**src/rtl/uart_sched_pkg.sv**
```systemverilog
// ---------------------------------------------------------------------------
// uart_sched_pkg
//   Shared definitions for the UART transmit scheduler:
//     - sched_state_e          : scheduler FSM encoding (IDLE, START, WAIT_DONE)
//     - UART_NOT_BUSY/UART_BUSY: levels of the UART status line (1 = free)
//     - DEFAULT_TIMEOUT_CYCLES : default START abort limit, used only when the
//                                design is built with UART_TX_TIMEOUT_EN
// ---------------------------------------------------------------------------
package uart_sched_pkg;

    typedef enum logic [1:0] {
        ST_IDLE      = 2'd0,
        ST_START     = 2'd1,
        ST_WAIT_DONE = 2'd2
    } sched_state_e;

    localparam logic UART_NOT_BUSY = 1'b1;
    localparam logic UART_BUSY     = 1'b0;

    localparam int unsigned DEFAULT_TIMEOUT_CYCLES = 32'd65535;

endpackage

```
**src/rtl/rr_arbiter.sv**
```systemverilog
// ---------------------------------------------------------------------------
// rr_arbiter
//   Combinational round-robin selector. Searches req starting at ptr and
//   wrapping modulo NUM_REQ; the first set bit wins. When lock_en is high the
//   search is bypassed and only lock_id may be granted.
//
//   Ports
//     req       in   NUM_REQ  request vector
//     ptr       in   ID_W     first index to search
//     lock_en   in   1        restrict the grant to lock_id
//     lock_id   in   ID_W     locked requester
//     gnt_valid out  1        a requester was selected
//     gnt_id    out  ID_W     selected requester
// ---------------------------------------------------------------------------
module rr_arbiter #(
    parameter  int NUM_REQ = 4,
    localparam int ID_W    = (NUM_REQ > 1) ? $clog2(NUM_REQ) : 1
) (
    input  logic [NUM_REQ-1:0] req,
    input  logic [ID_W-1:0]    ptr,
    input  logic               lock_en,
    input  logic [ID_W-1:0]    lock_id,
    output logic               gnt_valid,
    output logic [ID_W-1:0]    gnt_id
);

    always_comb begin
        int          idx;
        logic [ID_W-1:0] idx_l;

        gnt_valid = 1'b0;
        gnt_id    = '0;
        idx       = 0;
        idx_l     = '0;

        if (lock_en) begin
            gnt_valid = req[lock_id];
            gnt_id    = lock_id;
        end else begin
            for (int i = 0; i < NUM_REQ; i++) begin
                idx = int'(ptr) + i;
                if (idx >= NUM_REQ) begin
                    idx = idx - NUM_REQ;
                end
                idx_l = ID_W'(idx);
                if (!gnt_valid && req[idx_l]) begin
                    gnt_valid = 1'b1;
                    gnt_id    = idx_l;
                end
            end
        end
    end

endmodule

```
**src/rtl/uart_tx_scheduler.sv**
```systemverilog
// ---------------------------------------------------------------------------
// uart_tx_scheduler
//   Shares one UART transmitter among NUM_REQ byte requesters. A byte is
//   accepted in IDLE when the UART reports free, the winner is picked
//   round-robin, and the scheduler then drives the UART start handshake
//   (uart_transmit low until the UART goes busy, then high until it is free
//   again). A byte with req_last==0 locks the next acceptance to the same
//   requester so multi-byte packets are not interleaved.
//
//   Optional feature: define UART_TX_TIMEOUT_EN to abort a frame that sits in
//   START for TIMEOUT_CYCLES cycles (timeout_err pulses). Without the macro
//   START waits indefinitely and timeout_err is tied low.
//
//   Ports
//     clock          in   1          system clock, rising edge
//     reset          in   1          synchronous, active-low
//     req_valid      in   NUM_REQ    byte pending per requester
//     req_data       in   8*NUM_REQ  byte i on [8i+7:8i]
//     req_last       in   NUM_REQ    byte i ends its packet
//     req_ack        out  NUM_REQ    pulse in the cycle byte i is accepted
//     uart_data      out  8          byte presented to the UART
//     uart_transmit  out  1          start request, 0 = start a frame
//     uart_busy      in   1          UART status, 1 = not busy
//     grant_id       out  ID_W       current owner
//     active         out  1          FSM not in IDLE
//     frame_done     out  1          pulse per completed frame
//     timeout_err    out  1          pulse per aborted frame
// ---------------------------------------------------------------------------
module uart_tx_scheduler
    import uart_sched_pkg::*;
#(
    parameter  int          NUM_REQ        = 4,
    parameter  int unsigned TIMEOUT_CYCLES = DEFAULT_TIMEOUT_CYCLES,
    localparam int          ID_W           = (NUM_REQ > 1) ? $clog2(NUM_REQ) : 1
) (
    input  logic                 clock,
    input  logic                 reset,
    input  logic [NUM_REQ-1:0]   req_valid,
    input  logic [8*NUM_REQ-1:0] req_data,
    input  logic [NUM_REQ-1:0]   req_last,
    output logic [NUM_REQ-1:0]   req_ack,
    output logic [7:0]           uart_data,
    output logic                 uart_transmit,
    input  logic                 uart_busy,
    output logic [ID_W-1:0]      grant_id,
    output logic                 active,
    output logic                 frame_done,
    output logic                 timeout_err
);

    // A zero limit would abort every frame before the UART could respond.
    if (TIMEOUT_CYCLES == 0) begin : g_bad_timeout
        $error("TIMEOUT_CYCLES must be at least 1");
    end

    function automatic logic [ID_W-1:0] wrap_inc(input logic [ID_W-1:0] id);
        if (id == ID_W'(NUM_REQ - 1)) begin
            return '0;
        end
        return id + ID_W'(1);
    endfunction

    sched_state_e    state_q, state_d;
    logic [ID_W-1:0] rr_ptr_q, rr_ptr_d;
    logic            lock_q, lock_d;
    logic            last_q, last_d;
    logic [ID_W-1:0] grant_q, grant_d;
    logic [7:0]      data_q, data_d;
    logic            xmit_q, xmit_d;
    logic            frame_done_q, frame_done_d;

`ifdef UART_TX_TIMEOUT_EN
    logic [31:0]     tmo_cnt_q, tmo_cnt_d;
    logic            tmo_err_q, tmo_err_d;
`endif

    logic            arb_lock_en;
    logic            gnt_valid;
    logic [ID_W-1:0] gnt_id;
    logic            accept;

    // A locked requester that has dropped valid no longer holds the lock, so
    // the others may compete in that same cycle.
    assign arb_lock_en = lock_q && req_valid[grant_q];

    rr_arbiter #(
        .NUM_REQ (NUM_REQ)
    ) u_arb (
        .req       (req_valid),
        .ptr       (rr_ptr_q),
        .lock_en   (arb_lock_en),
        .lock_id   (grant_q),
        .gnt_valid (gnt_valid),
        .gnt_id    (gnt_id)
    );

    // req_ack is combinational, so it is gated with reset to stay low while
    // reset is held.
    assign accept = reset && (state_q == ST_IDLE) &&
                    (uart_busy == UART_NOT_BUSY) && gnt_valid;

    always_comb begin
        state_d      = state_q;
        rr_ptr_d     = rr_ptr_q;
        lock_d       = lock_q;
        last_d       = last_q;
        grant_d      = grant_q;
        data_d       = data_q;
        xmit_d       = xmit_q;
        frame_done_d = 1'b0;
        req_ack      = '0;
`ifdef UART_TX_TIMEOUT_EN
        tmo_cnt_d    = tmo_cnt_q;
        tmo_err_d    = 1'b0;
`endif

        case (state_q)
            ST_IDLE: begin
                xmit_d = 1'b1;
                if (lock_q && !req_valid[grant_q]) begin
                    lock_d   = 1'b0;
                    rr_ptr_d = wrap_inc(grant_q);
                end
                if (accept) begin
                    for (int i = 0; i < NUM_REQ; i++) begin
                        if (gnt_id == ID_W'(i)) begin
                            data_d = req_data[8*i +: 8];
                            last_d = req_last[i];
                        end
                    end
                    grant_d         = gnt_id;
                    req_ack[gnt_id] = 1'b1;
                    xmit_d          = 1'b0;
                    state_d         = ST_START;
`ifdef UART_TX_TIMEOUT_EN
                    tmo_cnt_d       = '0;
`endif
                end
            end

            ST_START: begin
`ifdef UART_TX_TIMEOUT_EN
                tmo_cnt_d = tmo_cnt_q + 32'd1;
`endif
                // The UART going busy means it took the start request.
                if (uart_busy == UART_BUSY) begin
                    xmit_d  = 1'b1;
                    state_d = ST_WAIT_DONE;
                end
`ifdef UART_TX_TIMEOUT_EN
                else if (tmo_cnt_q + 32'd1 == TIMEOUT_CYCLES) begin
                    tmo_err_d = 1'b1;
                    xmit_d    = 1'b1;
                    lock_d    = 1'b0;
                    rr_ptr_d  = wrap_inc(grant_q);
                    state_d   = ST_IDLE;
                end
`endif
            end

            ST_WAIT_DONE: begin
                if (uart_busy == UART_NOT_BUSY) begin
                    frame_done_d = 1'b1;
                    state_d      = ST_IDLE;
                    if (last_q) begin
                        lock_d   = 1'b0;
                        rr_ptr_d = wrap_inc(grant_q);
                    end else begin
                        lock_d   = 1'b1;
                    end
                end
            end

            default: begin
                state_d = ST_IDLE;
                xmit_d  = 1'b1;
            end
        endcase
    end

    always_ff @(posedge clock) begin
        if (!reset) begin
            state_q      <= ST_IDLE;
            rr_ptr_q     <= '0;
            lock_q       <= 1'b0;
            last_q       <= 1'b0;
            grant_q      <= '0;
            data_q       <= '0;
            xmit_q       <= 1'b1;
            frame_done_q <= 1'b0;
        end else begin
            state_q      <= state_d;
            rr_ptr_q     <= rr_ptr_d;
            lock_q       <= lock_d;
            last_q       <= last_d;
            grant_q      <= grant_d;
            data_q       <= data_d;
            xmit_q       <= xmit_d;
            frame_done_q <= frame_done_d;
        end
    end

`ifdef UART_TX_TIMEOUT_EN
    always_ff @(posedge clock) begin
        if (!reset) begin
            tmo_cnt_q <= '0;
            tmo_err_q <= 1'b0;
        end else begin
            tmo_cnt_q <= tmo_cnt_d;
            tmo_err_q <= tmo_err_d;
        end
    end

    assign timeout_err = tmo_err_q;
`else
    assign timeout_err = 1'b0;
`endif

    assign uart_data     = data_q;
    assign uart_transmit = xmit_q;
    assign grant_id      = grant_q;
    assign active        = (state_q != ST_IDLE);
    assign frame_done    = frame_done_q;

endmodule

```
**config.mk**
```make
export PLATFORM = sky130hd
export DESIGN_NAME = uart_tx_scheduler
export DESIGN_NICKNAME = d
export VERILOG_FILES = /design/src/rtl/uart_sched_pkg.sv /design/src/rtl/rr_arbiter.sv /design/src/rtl/uart_tx_scheduler.sv
export SDC_FILE = /design/constraint.sdc
export NUM_CORES = 1
export LEC_CHECK = 0
export CORE_MARGIN = 5
export CORE_UTILIZATION = 44
export CTS_CLUSTER_SIZE = 28
export DETAILED_ROUTE_END_ITERATION = 10
export PLACE_DENSITY = 0.85
export SYNTH_ARGS = -nofsm -noshare
export SYNTH_HDL_FRONTEND = slang
export SYNTH_SLANG_ARGS = --single-unit
```
**constraint.sdc**
```tcl
create_clock -name clock -period 4.7 [get_ports clock]
set_clock_uncertainty 0.2 [all_clocks]
set_input_delay 0.94 -clock clock [delete_from_list [all_inputs] [get_ports clock]]
set_output_delay 0.94 -clock clock [all_outputs]
set_load 0.005 [all_outputs]
```
==> flow_summary.json <==
{
  "status": "completed",
  "cts_max_path_buffers": 2,
  "drv_slew": 0,
  "clock_latency_ps": 300,
  "cts_hold_buf": 0,
  "synth_top_family_by_area": "compound AO/OA/AOI/OAI gates",
  "report.final.setup_viol": 0,
  "rsz0062_at_grt": "false",
  "hold_path_class": "register to register",
  "synth-main-ff-cell": "dfxtp_1",
  "yosysWarningCount": 0,
  "grt_first_pass_wirelength_um": 6300,
  "synth.largest_area_cell": "dfxtp_1",
  "netlist_area_um2": 1290,
  "synth_top_area_share_pct": 27.9,
  "end_kind": "output port",
  "cts.htree.levels": 1,
  "synth-simple-area-share_pct": 28.5,
  "die_w_um": 64.2,
  "synthesis.nets": 205,
  "period_minus_slack_ps": 4410,
  "grt_usage_pct": 18.5,
  "synth-edff-count": 0,
  "maxCapViolCount": 0,
  "drive_gt1_share_pct": 8.18,
  "antenna_cells": 0,
  "dr.pass1.iters": 4,
  "antenna_found_initial": 0,
  "port_buffers": 59,
  "synth_seq_cells": 18,
  "io_pins": 61,
  "p_leak_nw": 0.713,
  "via_count": 1441,
  "clkTransAtPathRegs_ps": 100,
  "synth.area.mux_share_pct": 6.40,
  "drtAntennaViolNets": 0,
  "cts_sinks": 18,
  "gp_congestion": 0.810,
  "regArea_um2": 360,
  "synthArstFlopShare_pct": 0,
  "fin_util_pct": 69.7,
  "peakVddDrop_v": 0.000172,
  "fmax_ghz": 0.227,
  "fill_cells": 224,
  "synth-compound-area-share_pct": 29.4,
  "total_power_mw": 0.404,
  "fp.dieArea_um2": 4120,
  "synthToLayoutAreaGrowth_pct": 50.1,
  "powerDensity_nw_per_um2": 209,
  "cts_tree": "yes",
  "seq_area_frac_synth_pct": 27.9,
  "synth.distinct_cells": 37,
  "num_rows": 19,
  "final_cell_area_um2": 1940,
  "drt_first_iter_violations": 70,
  "grt_pass1_vias": 1437,
  "drc": 0,
  "die_h_um": 64.2,
  "numCtsBuffers": 3,
  "routed_via_density": 5.74,
  "grt_remaining_overflow": 0,
  "postSynthAreaPerCell_um2": 8.02,
  "critPathArrivalTime_ps": 3270,
  "dpl_cell_area_um2": 1900,
  "synth_xor_area_share_pct": 0,
  "cts_root_buf": "clkbuf_4",
  "synth_fa_ha_area_share_pct": 0.969,
  "synthCells": 161,
  "criticalPathCategory": "input port to output port",
  "start_kind": "input port",
  "final_cell_mix": "clkdlybuf4s50_1, nand3_1, dfxtp_1, o21ai_0, and3_1",
  "report.final.hold_viol_count": 0,
  "synthTopCellsByArea": "dfxtp_1, nand3_1, a211oi_1, a21boi_0, o31ai_1",
  "hpwl_um": 3010,
  "drt-wirelength-per-cell_um": 15.2,
  "final_common_cell": "clkdlybuf4s50_1",
  "start_util_pct": 46.4,
  "fin_setup_tns_ps": 0,
  "drt-total-wl_um": 3820,
  "post-cts-setup-buffers": 0,
  "core_area_um2": 2780,
  "grt_max_degree": 21,
  "multiInputGateArea_um2": 848,
  "required_ps": 3560,
  "fin_nets": 265,
  "min_period_over_period_pct": 93.7,
  "cp_max_fo": 11
}
[critical path, cell delays in order]
cell	delay, ps
clkdlybuf4s50_1	570
nand2_1	110
a221oi_1	370
o21a_1	380
nor2_2	160
nor3_1	200
clkdlybuf4s50_1	520
[per-stage QoR]
step	setup WS [ps]	hold slack, ps	std cells
2_1_floorplan	1430	245	161
3_3_place_gp	302	253	247
3_5_place_dp	222	261	247
4_1_cts	204	278	251
5_1_grt	132	296	251
6_report	295	278	251
[synthesized netlist by cell type (3+ instances only)]
| master | count |
|---|---|
| a21oi_1 | 5 |
| o31ai_1 | 9 |
| nor2_1 | 9 |
| dfxtp_1 | 18 |
| buf_2 | 4 |
| a21boi_0 | 9 |
| nor3_1 | 4 |
| nor2b_1 | 8 |
| a211oi_1 | 9 |
| mux2i_1 | 6 |
| nand2_1 | 7 |
| o21ai_0 | 11 |
| nand3_1 | 20 |
| inv_1 | 3 |
| and3_1 | 10 |
| buf_6 | 3 |
[flip-flops by register name (all words and copies together), names as in the netlist]
name / cells
frame_done: 1
grant_id: 2
uart_data: 8
last_q: 1
lock_q: 1
uart_transmit: 1
state_q: 2
rr_ptr_q: 2
[cells by family (layout without fill, tap and decap cells)]
kind of cell / count (synthesis) / in the layout
buf+inv: 14 / 73
simple gates: 67 / 67
other cells: 1 / 1
mux: 8 / 8
fa+ha+maj: 1 / 1
compound gates: 52 / 52
flops: 18 / 18
[routing by layer]
layer  vias up  GRT usage (%)  part of all wire, %
met1       648           21.7                   41
met5         -              0                    0
met4         0           7.38                  1.9
li1        717              -                    -
met3         8           6.48                   10
met2        68           30.5                   47
[layout make-up]
cell class / instances / area share, %
well taps: 31 / 2.00
clock buffers: 4 / 1.87
multi-input cells: 129 / 43.8
flip-flops and latches: 18 / 18.6
repair buffers: 66 / 33.2
inverters: 3 / 0.581
[timing repair]
action	CTS	global route
gates resized for setup	0	1
endpoints found under the hold margin	0	0
setup endpoints to repair	0	1
[path summary, 6_finish.rpt]
path | cells past startpoint | endpoint | slack (ps) | start
max | 7 | req_ack[1] | 290 | req_valid[0]
min | 2 | uart_data[6] | 280 | uart_data[6]
max reg2reg | 6 | uart_data[5] | 2390 | grant_id[0]
min reg2reg | 2 | uart_data[6] | 280 | uart_data[6]
[power breakdown]
| group | switching [mW] | total, mW | internal (mW) |
|---|---|---|---|
| clock | 0.0516 | 0.0989 | 0.0473 |
| sequential | 0.00958 | 0.174 | 0.164 |
| combinational | 0.0523 | 0.132 | 0.0793 |
No activity file was read; power rests on OpenSTA's default activity.
==> variant 1 (same flow settings) <==
`NUM_REQ` is set to 4 in 2 places; all go to 8.
--- a/src/rtl/rr_arbiter.sv
+++ b/src/rtl/rr_arbiter.sv
@@ -15,3 +15,3 @@
 module rr_arbiter #(
-    parameter  int NUM_REQ = 4,
+    parameter  int NUM_REQ = 8,
     localparam int ID_W    = (NUM_REQ > 1) ? $clog2(NUM_REQ) : 1
--- a/src/rtl/uart_tx_scheduler.sv
+++ b/src/rtl/uart_tx_scheduler.sv
@@ -31,3 +31,3 @@
 #(
-    parameter  int          NUM_REQ        = 4,
+    parameter  int          NUM_REQ        = 8,
     parameter  int unsigned TIMEOUT_CYCLES = DEFAULT_TIMEOUT_CYCLES,
Ports: changed (5 resized); port bits go from 61 to 106. No check against the original RTL was run, so the function may have changed too.
==> variant 1 against the original RTL <==
  * Wire length increased to 2.9 times the old value
  * Sequential cell count rose by 2
  * Synthesized area rose by 120%
  * Highest routed layer unchanged
  * Combinational power grew to 3.2 times the old value
  * Final cell count up 130%
  * Critical endpoint is now req_ack[7]
  * Power up 97%
  * Global-route usage increased by 6.0 points
  * Design area grew 140%
  * Worst setup slack lost 240 ps
  * Core utilization grew 4.0 points
  * Non-clock buffer count rose by 120
==> variant 1: results (changes against the original RTL) <==
stage	metric	value	unit	change
outcome	status	finished, final reports clean		unchanged
critical_path	Slowest-stage cell, CP	mux4_2		was clkdlybuf4s50_1
routing	iteration-0 DRC count of the detailed router	168		was 70
critical_path	stage delay of the slowest cell on the critical path	450	ps	was 570 ps
clock_tree	worst skew pair latency	260	ps	was 300 ps
finish	nonclk buf count	186		was 66
grt	largest net degree at the start of global routing	20		was 21
synthesis	post-synth net total	415		was 205
worst_hold_path	beginning of the worst hold path	uart_transmit		was uart_data[6]
finish	multi-input logic portion of the cell area	51.9	%	was 43.8%
power	leakage	0.00178	µW	was 0.000713 µW
routing	met2 wire length	5910	µm	was 1800 µm
finish	register area	403	µm²	was 360 µm²
critical_path	slack of the worst reg-to-reg path	610	ps	was 2390 ps
finish	Non-Filler Cell Area, Final	4680	µm²	was 1940 µm²
placement	setup slack at placement	-771	ps	was 222 ps
synthesis	fraction of the mapped netlist area in adder cells	1.74	%	was 0.969%
finish	share of post-route cells with drive strength above 1	37.1	%	was 8.18%
grt	vias in the first global route	3631		was 1,437
finish	multi-input combinational gate total	268		was 129
critical_path	crit path DAT	3500	ps	was 3270 ps
routing	total detailed-routing wirelength	11000	µm	was 3820 µm
critical_path	worst reg-to-reg path cell count	18		was 6
critical_path	endpoint of the worst register-to-register path	uart_data[1]		was uart_data[5]
grt	routing usage on met1	28.8	%	was 21.7%
grt	global router's overall resource usage	24.5	%	was 18.5%
critical_path	end point of the critical path	req_ack[7]		was req_ack[1]
synthesis	part of the Yosys area used for sequential elements	13.9	%	was 27.9%
placement	placed cell area	4360	µm²	was 1900 µm²
placement	weighted congestion reported at the end of routability-driven placement	0.922		was 0.810
routing	drt first pass iters	5		was 4
grt	M2 GR Usage	44.4	%	was 30.5%
clock_tree	sinks on the clock net	20		was 18
synthesis	post-synthesis compound-gate area fraction	27.6	%	was 29.4%
grt	first-pass GRT wire length	17200	µm	was 6300 µm
## variant 1: cell count changes in the layout (fill, tap and decap cells not counted), moves of 9 or more
| cell | before | now |
|---|---|---|
| a21oi_1 | 5 | 23 |
| and3_1 | 10 | 0 |
| buf_4 | 7 | 79 |
| buf_6 | 0 | 9 |
| clkdlybuf4s50_1 | 59 | 88 |
| mux2i_1 | 6 | 22 |
| mux4_2 | 0 | 19 |
| nand2_1 | 7 | 28 |
| nand3_1 | 20 | 5 |
| nor2_1 | 8 | 18 |
| o221ai_1 | 0 | 9 |
| o22ai_1 | 0 | 19 |
| o31ai_1 | 9 | 0 |
## variant 1: kinds of logic (layout without fill, tap and decap cells)
logic type / Yosys count / in the layout
AOI/OAI and AO/OA: 105 / 105
xor gates and xnor gates: 4 / 4
adders and majority gates: 4 / 4
buffers and inverters: 40 / 200
DFF: 20 / 20
muxes: 51 / 51
other: 1 / 1
and+or+nand+nor: 103 / 103
==> variant 2 (config.mk and constraints unchanged) <==
Without the edit above. Re-encode `sched_state_e` (3 states) as one-hot, 3 bits wide.
--- a/src/rtl/uart_sched_pkg.sv
+++ b/src/rtl/uart_sched_pkg.sv
@@ -10,6 +10,6 @@
 
-    typedef enum logic [1:0] {
-        ST_IDLE      = 2'd0,
-        ST_START     = 2'd1,
-        ST_WAIT_DONE = 2'd2
+    typedef enum logic [2:0] {
+        ST_IDLE      = 3'b001,
+        ST_START     = 3'b010,
+        ST_WAIT_DONE = 3'b100
     } sched_state_e;
Behaviour: same outputs for any inputs over 10 cycles, from zero or initial values and one cycle with reset low; not proved beyond that.
==> variant 2 against the original RTL <==
  * Die area up 7.6%
  * Sequential cell count increased by 1
  * Count of clock-buffer cells in the layout shrank 1
  * Power down 5.1%
  * Design area grew 6.3%
  * Worst setup slack worse by 180 ps
  * Synthesized area is 9.0% higher
  * Register-to-register slack lost 540 ps
  * Core utilization decreased by 2.2 points
  * Wire length grew 8.1%
==> variant 2: results (changes against the original RTL) <==
stage	metric	value	unit	change
outcome	status	finished, final reports clean		unchanged
synthesis	cell types with the largest area share after synthesis	dfxtp_1 27%, o2111a_1 6.4%, nand3_1 6.0%		was dfxtp_1 28%, nand3_1 7.8%, a211oi_1 5.2%
power	Logic power comb	119	µW	was 132 µW
power	worst vdd ir	0.0952	mV	was 0.172 mV
finish	Final Net Count	268		was 265
grt	vias in the first global route	1515		was 1,437
grt	global router's overall resource usage	19.2	%	was 18.5%
critical_path	crit path launch	req_valid[2]		was req_valid[0]
grt	met3 routing resource usage after global routing	4.05	%	was 6.48%
critical_path	slack of the worst reg-to-reg path	1850	ps	was 2390 ps
grt	routing usage on met1	23.3	%	was 21.7%
critical_path	maximum fanout count along the critical path	8		was 11
synthesis	top cells by instance count after synthesis	19 x dfxtp_1, 17 x nand3_1, 12 x nor2_1		was 20 x nand3_1, 18 x dfxtp_1, 11 x o21ai_0
placement	weighted congestion reported at the end of routability-driven placement	0.768		was 0.810
placement	Port Buffers	59		unchanged
critical_path	worst reg-to-reg path cell count	7		was 6
power	Switch Pwr	108	µW	was 113 µW
worst_hold_path	beginning of the worst hold path	uart_transmit		was uart_data[6]
routing	Via-to-Cell Ratio	5.57		was 5.74
routing	iteration-0 DRC count of the detailed router	127		was 70
placement	placed cell area	2030	µm²	was 1900 µm²
power	leakage	0.000769	µW	was 0.000713 µW
grt	M2 GR Usage	33.5	%	was 30.5%
synthesis	part of the Yosys area used for sequential elements	27.0	%	was 27.9%
routing	total detailed-routing wirelength	4130	µm	was 3820 µm
finish	share of post-route cells with drive strength above 1	10.3	%	was 8.18%
power	power consumption	384	µW	was 404 µW
synthesis	number of distinct library cell variants in the gate-level netlist after synthesis	45		was 37
synthesis	share of the synthesized area in the top cell type	27.0	%	was 27.9%
worst_hold_path	Worst Hold End	uart_transmit		was uart_data[6]
clock_tree	clock-pin slew reported for the worst setup and hold paths after clock tree synthesis	130	ps	was 100 ps
power	relative contribution of sequential cells to total power	45.6	%	was 43.0%
routing	met2 wire length	2040	µm	was 1800 µm
worst_hold_path	count of cells along the worst hold path	2		unchanged
routing	wire length on met3	272	µm	was 397 µm
grt	largest net degree at the start of global routing	20		was 21
grt	antenna violations before repair	0		unchanged
critical_path	endpoint of the worst register-to-register path	uart_data[1]		was uart_data[5]
routing	routed length on met1	1760	µm	was 1550 µm
grt	first-pass GRT wire length	6770	µm	was 6300 µm
synthesis	post-synth net total	209		was 205
critical_path	crit path DAT	3440	ps	was 3270 ps
critical_path	end point of the critical path	req_ack[0]		was req_ack[1]
placement	post-detailed-placement half-perimeter wirelength	3250	µm	was 3010 µm
variant 2: kinds of logic after synthesis:
family	share of synthesized area (%)
simple gates	29.2
compound gates	23.7
flops	27.0
buf+inv	6.75
mux	11.6
fa+ha+maj	0.889
other cells	0.266
xor+xnor	0.622
variant 2: stage by stage:
step                std cells  hold WS (ps)  util (%)  worst slack (ps)
floorplan                 165           316         -              1110
global placement          263           325      66.5               163
detailed placement        263           331      66.5               124
CTS                       267           369      67.5               101
global route              267           402      67.5              4.59
finish                    267           368      67.5               116
variant 2: layout make-up:
type | count | area [µm²]
fillers | 260 | 993
multi-input cells | 130 | 932
repair buffers | 67 | 651
flip-flops and latches | 19 | 380
well taps | 44 | 55.1
clock buffers | 3 | 22.5
inverters | 3 | 11.3
clock inverters | 1 | 7.51
variant 2: critical path, cell delays in order:
cell and delay, ps:
clkdlybuf4s50_1 530, nor3b_1 200, o32a_1 340, o32a_4 320, or3_1 480, nor2_1 130, clkdlybuf4s50_1 510
